--- src/rtl/imem_arbiter_if.sv ---
// imem_arbiter_if: fetch and debug request/response bundle for the instruction ROM arbiter
interface imem_arbiter_if;
    logic        fetch_req;
    logic [31:0] fetch_addr;
    logic        fetch_flush;
    logic        fetch_gnt;
    logic        fetch_rvalid;
    logic [31:0] fetch_rdata;
    logic        fetch_err;
    logic        dbg_req;
    logic [31:0] dbg_addr;
    logic        dbg_gnt;
    logic        dbg_rvalid;
    logic [31:0] dbg_rdata;
    logic        dbg_err;
    modport master (
        output fetch_req, fetch_addr, fetch_flush, dbg_req, dbg_addr,
        input  fetch_gnt, fetch_rvalid, fetch_rdata, fetch_err,
        input  dbg_gnt, dbg_rvalid, dbg_rdata, dbg_err
    );
    modport slave (
        input  fetch_req, fetch_addr, fetch_flush, dbg_req, dbg_addr,
        output fetch_gnt, fetch_rvalid, fetch_rdata, fetch_err,
        output dbg_gnt, dbg_rvalid, dbg_rdata, dbg_err
    );
endinterface

--- src/rtl/imem_arbiter.sv ---
// imem_arbiter: round-robin share of the instruction ROM port between fetch and debug
module imem_arbiter #(
    parameter int SIZE    = 64,
    parameter int STALL_W = 16
) (
    input  logic               clk,
    input  logic               rst_n,
    imem_arbiter_if.slave      bus,
    output logic [31:0]        rom_a,
    input  logic [31:0]        rom_rd,
    output logic [STALL_W-1:0] fetch_stall_cnt
);
    logic        last_dbg;
    logic        f_el, d_el, gnt_f, gnt_d, any_gnt, in_range, stall;
    logic [31:0] sel_addr, cap_data;
    logic        f_rv, d_rv;

    // Arbitration and ROM addressing; grants are gated while in reset
    always_comb begin
        f_el     = rst_n & bus.fetch_req & ~bus.fetch_flush;
        d_el     = rst_n & bus.dbg_req;
        gnt_f    = f_el & (~d_el | last_dbg);
        gnt_d    = d_el & ~gnt_f;
        any_gnt  = gnt_f | gnt_d;
        sel_addr = gnt_f ? bus.fetch_addr : bus.dbg_addr;
        in_range = sel_addr < 32'(SIZE);
        rom_a    = (any_gnt && in_range) ? sel_addr : 32'd0;
        cap_data = in_range ? rom_rd : 32'd0;
        stall    = bus.fetch_req & ~bus.fetch_flush & ~gnt_f;
    end

    assign bus.fetch_gnt    = gnt_f;
    assign bus.dbg_gnt      = gnt_d;
    // A redirect also hides the fetch response landing in the same cycle
    assign bus.fetch_rvalid = f_rv & ~bus.fetch_flush;
    assign bus.dbg_rvalid   = d_rv;

    // Response capture, round-robin history and saturating stall counter
    always_ff @(posedge clk or negedge rst_n) begin
        if (!rst_n) begin
            last_dbg        <= 1'b1;
            f_rv            <= 1'b0;
            d_rv            <= 1'b0;
            bus.fetch_rdata <= '0;
            bus.fetch_err   <= 1'b0;
            bus.dbg_rdata   <= '0;
            bus.dbg_err     <= 1'b0;
            fetch_stall_cnt <= '0;
        end else begin
            if (any_gnt) last_dbg <= gnt_d;
            f_rv <= gnt_f;
            d_rv <= gnt_d;
            if (gnt_f) begin
                bus.fetch_rdata <= cap_data;
                bus.fetch_err   <= ~in_range;
            end
            if (gnt_d) begin
                bus.dbg_rdata <= cap_data;
                bus.dbg_err   <= ~in_range;
            end
            if (stall && !(&fetch_stall_cnt)) fetch_stall_cnt <= fetch_stall_cnt + 1'b1;
        end
    end
endmodule
--- src/flat_wrapper.sv ---
// flat-port wrapper written by rule: the top's interface ports become plain ports
module imem_arbiter_flat 
#(
    parameter int SIZE    = 64,
    parameter int STALL_W = 16
)
  (clk, rst_n, rom_a, rom_rd, fetch_stall_cnt, bus_fetch_req, bus_fetch_addr, bus_fetch_flush, bus_dbg_req, bus_dbg_addr, bus_fetch_gnt, bus_fetch_rvalid, bus_fetch_rdata, bus_fetch_err, bus_dbg_gnt, bus_dbg_rvalid, bus_dbg_rdata, bus_dbg_err);
  imem_arbiter_if bus_i ();
  input  logic clk;
  input  logic rst_n;
  output logic [31:0] rom_a;
  input  logic [31:0] rom_rd;
  output logic [STALL_W-1:0] fetch_stall_cnt;
  input wire logic [$bits(bus_i.fetch_req)-1:0] bus_fetch_req;
  input wire logic [$bits(bus_i.fetch_addr)-1:0] bus_fetch_addr;
  input wire logic [$bits(bus_i.fetch_flush)-1:0] bus_fetch_flush;
  input wire logic [$bits(bus_i.dbg_req)-1:0] bus_dbg_req;
  input wire logic [$bits(bus_i.dbg_addr)-1:0] bus_dbg_addr;
  output wire logic [$bits(bus_i.fetch_gnt)-1:0] bus_fetch_gnt;
  output wire logic [$bits(bus_i.fetch_rvalid)-1:0] bus_fetch_rvalid;
  output wire logic [$bits(bus_i.fetch_rdata)-1:0] bus_fetch_rdata;
  output wire logic [$bits(bus_i.fetch_err)-1:0] bus_fetch_err;
  output wire logic [$bits(bus_i.dbg_gnt)-1:0] bus_dbg_gnt;
  output wire logic [$bits(bus_i.dbg_rvalid)-1:0] bus_dbg_rvalid;
  output wire logic [$bits(bus_i.dbg_rdata)-1:0] bus_dbg_rdata;
  output wire logic [$bits(bus_i.dbg_err)-1:0] bus_dbg_err;
  assign bus_i.fetch_req = bus_fetch_req;
  assign bus_i.fetch_addr = bus_fetch_addr;
  assign bus_i.fetch_flush = bus_fetch_flush;
  assign bus_i.dbg_req = bus_dbg_req;
  assign bus_i.dbg_addr = bus_dbg_addr;
  assign bus_fetch_gnt = bus_i.fetch_gnt;
  assign bus_fetch_rvalid = bus_i.fetch_rvalid;
  assign bus_fetch_rdata = bus_i.fetch_rdata;
  assign bus_fetch_err = bus_i.fetch_err;
  assign bus_dbg_gnt = bus_i.dbg_gnt;
  assign bus_dbg_rvalid = bus_i.dbg_rvalid;
  assign bus_dbg_rdata = bus_i.dbg_rdata;
  assign bus_dbg_err = bus_i.dbg_err;
  imem_arbiter #(.SIZE(SIZE), .STALL_W(STALL_W)) u_core (.clk(clk), .rst_n(rst_n), .bus(bus_i), .rom_a(rom_a), .rom_rd(rom_rd), .fetch_stall_cnt(fetch_stall_cnt));
endmodule
--- config.mk ---
export PLATFORM = sky130hd
export DESIGN_NAME = imem_arbiter_flat
export DESIGN_NICKNAME = d
export VERILOG_FILES = /design/src/rtl/imem_arbiter_if.sv /design/src/rtl/imem_arbiter.sv /design/src/flat_wrapper.sv
export SDC_FILE = /design/constraint.sdc
export NUM_CORES = 1
export LEC_CHECK = 0
export CAP_MARGIN = 0
export CORE_ASPECT_RATIO = 1.25
export CORE_MARGIN = 4
export CORE_UTILIZATION = 35
export DETAILED_ROUTE_END_ITERATION = 8
export GPL_TIMING_DRIVEN = 0
export PLACE_DENSITY_LB_ADDON = 0.25
export SYNTH_ARGS = -nofsm -noshare
export SYNTH_HDL_FRONTEND = slang
export SYNTH_SLANG_ARGS = --single-unit
--- constraint.sdc ---
create_clock -name clk -period 2.2 [get_ports clk]
set_input_delay 0.55 -clock clk [delete_from_list [all_inputs] [get_ports clk]]
set_output_delay 0.55 -clock clk [all_outputs]
set_load 0.005 [all_outputs]
==> results.md <==
* Vias in the first global route at 3,594
* CP startpoint kind: input port
* Port Buffers at 192
* Initial DRT Pass Iterations at 4
* Die height at 123.5 um
* Gpl congestion at 0.7745
* GRT Total Usage at 20.03%
* Setup_tns at -1.378 ns
* Initial antenna violation count at 1
* Total power at 3.974 mW
* Layout cells sized above 1 at 23.51%
* Final hold vios at 0
* Placed insts at 639
* Launch point of the worst path: bus_fetch_addr[19]
* Unrepaired setup endpoints after global routing: true
* DIE AREA at 12,390 um2
* Initial DRC count at 98
* Final WS setup at -0.2622 ns
* Largest net degree at the start of global routing at 28
* Fin crit period at 2.462 ns
* Final setup viols at 6
* Non-Filler Instances at 683
* Commonest non-fill, non-tap cell in the layout: clkdlybuf4s50_1
* Final instance area at 6611 um2
* R2r startpoint: u_core.last_dbg$_DFFE_PN1N_
* Most frequent cells in the layout: clkdlybuf4s50_1, dfrtp_1, a22o_1, buf_4, dlygate4sd2_1
* Area after DPL at 5936 um2
* Fmax at 406.1 MHz
* Crit. End Element: output port
* Pwr dens at 601.1 nW/um2
* Ports at 219
* Final nets at 650
* Worst slack, placed at -1.233 ns
* Reg clk slew, reported paths at 0.06 ns
* Post-synthesis instance total at 292
* Storage cell area at 2128 um2
* First-pass GRT wire length at 19,060 um
* Synthesized area at 3734 um2
* Skew final at 0.006189 ns
* Vias/cell at 4.903
* Total routed wirelength at 12,550 um
* Chip Width at 100.4 um
* Max Slew Vio Count at 0
* Post-CTS Hold Buffers at 0
* Flops & latches, synth at 85
* Final worst-path cycle share at 111.9%
* Grt ovf at 0
* WHS at 0.03225 ns
* Worst min path class: input port to asynchronous set/reset pin
* Total core area at 10,260 um2
* Root Buffer: clkbuf_16
* Critical Path AT at 1.91 ns
* Ys Warns at 0
* Drt wl/cell at 18.38 um
* H-tree levels at 3
* CTS buffer count at 9
* R2R Setup Slk at 0.16 ns
* Latest clock arrival within the worst-skew pair at 0.33 ns
* Effective utilization at floorplan at 36.39%
* DRC at 0
* Core Util, Final at 64.44%
* Area of the multi-input gates at 1476 um2
* # clock sinks at 85
* Netlist cell types at 40
* Fill count at 831
* Sequential area share after synthesis at 57.00%
* Worst r2r dst: u_core.bus.fetch_rdata[19]$_DFFE_PN0N_
* Max cap viols at 0
* Clock tree buffer depth at 2
* Crit path to: rom_a[1]
* Worst R2R Path Depth at 7
* Max-slew headroom at 64.24%
* Peak supply drop at 527.4 uV
* Failing checks: setup timing
* Leak Pwr at 3.048 nW
* Rows at 41
* Critical path data required time at 1.65 ns
* Slew @ Worst Pin at 0.5364 ns
* Area growth syn-to-layout at 77.08%
* Status: finished, violations left
* Via count at 3,349
* DRT antenna net count at 0
* CP Class: input port to output port
* Max FO, Critical Path at 4
* Placed wire-length estimate at 9223 um
* CTS tree: done
* Syn Area/Cell at 12.79 um2
-- state kept, by name, summed over array words and instances (netlist names) --
signal and cells:
u_core.bus.dbg_err 1, u_core.bus.dbg_rdata 32, u_core.bus.dbg_rvalid 1, u_core.bus.fetch_err 1, u_core.bus.fetch_rdata 32, u_core.f_rv 1, u_core.fetch_stall_cnt 16, u_core.last_dbg 1
-- repair_timing --
item / CTS / global route
pin swaps: 34 / 11
gates resized for setup: 129 / 19
setup endpoints to repair: 68 / 7
cloned: 3 / 0
setup buffers: 20 / 4
-- synth_stat cells, drive strengths merged --
cell | instances | area share [%]
conb | 1 | 0.10
a22oi | 6 | 1.2
a22o | 64 | 15
clkbuf | 6 | 0.60
o21a | 1 | 0.40
nand2b | 1 | 0.37
a21bo | 1 | 0.27
and4 | 1 | 0.23
nor3 | 3 | 1.3
mux2 | 1 | 0.30
buf | 33 | 7.0
a21oi | 1 | 0.13
and2 | 1 | 0.17
nor4 | 13 | 3.3
nand2 | 15 | 1.5
nand4 | 7 | 1.3
nor2 | 16 | 1.6
dfrtp | 84 | 56
ha | 1 | 0.34
o21ai | 1 | 0.13
a211oi | 1 | 0.34
a31oi | 1 | 0.34
a2111oi | 1 | 0.74
o21bai | 1 | 0.20
a21o | 1 | 0.20
xor2 | 2 | 0.47
nor2b | 3 | 0.57
inv | 5 | 0.50
nand3 | 6 | 1.3
xnor2 | 13 | 3.0
dfstp | 1 | 0.70
-- worst min path at each step --
stage	slack [ns]	cells past startpoint	from	end
3_5_place_dp	0.47	2	u_core.last_dbg$_DFFE_PN1N_	u_core.last_dbg$_DFFE_PN1N_
5_1_grt	0.02	1	rst_n	u_core.bus.dbg_rdata[26]$_DFFE_PN0P_
6_report	0.03	1	rst_n	u_core.bus.fetch_rdata[22]$_DFFE_PN0N_
3_3_place_gp	0.46	2	u_core.last_dbg$_DFFE_PN1N_	u_core.last_dbg$_DFFE_PN1N_
4_1_cts	0.02	1	rst_n	u_core.bus.dbg_rdata[26]$_DFFE_PN0P_
2_1_floorplan	0.25	0	rst_n	u_core.bus.dbg_err$_DFFE_PN0P_
-- area by class of cell --
class	count	share of cell area, %
clock inverters	5	1.628
repair buffers	220	32.53
inverters	5	0.3596
plain buffers	39	4.807
flip-flops and latches	85	32.19
diodes	1	0.03785
clock buffers	11	3.671
multi-input cells	188	22.33
well taps	129	2.441
-- critical path: stages --
cell	delay [ns]
clkdlybuf4s50_1	0.44
nor2_2	0.12
nand2_2	0.10
nor3_4	0.16
buf_12	0.14
buf_6	0.10
a22oi_2	0.06
nor2_1	0.10
buf_2	0.12
-- metal layers --
metal	routed length [um]	vias up	GRT usage, %
met1	4564	1635	22.66
met3	1191	19	5.982
met4	260	0	7.835
met5	0	-	0
met2	6534	149	35.28
li1	-	1546	-
-- power breakdown --
part           total [mW]  leakage, nW  internal, mW  switching [mW]
clock network        1.75        0.170          1.14           0.602
logic               0.544         1.72         0.339           0.205
registers            1.68         1.16          1.61          0.0699
total                3.97         3.05          3.10           0.877
-- kinds of logic (layout without fill, tap and decap cells) --
logic type | count (synthesis) | count (layout) | share of synthesized area [%]
DFF | 85 | 85 | 57.00
AOI/OAI and AO/OA | 79 | 79 | 18.97
and+or+nand+nor | 66 | 66 | 11.70
buffers and inverters | 44 | 280 | 8.076
other | 1 | 27 | 0.1004
adders and majority gates | 1 | 1 | 0.3351
muxes | 1 | 1 | 0.3016
xor gates and xnor gates | 15 | 15 | 3.519
No activity file was read; power rests on OpenSTA's default activity.
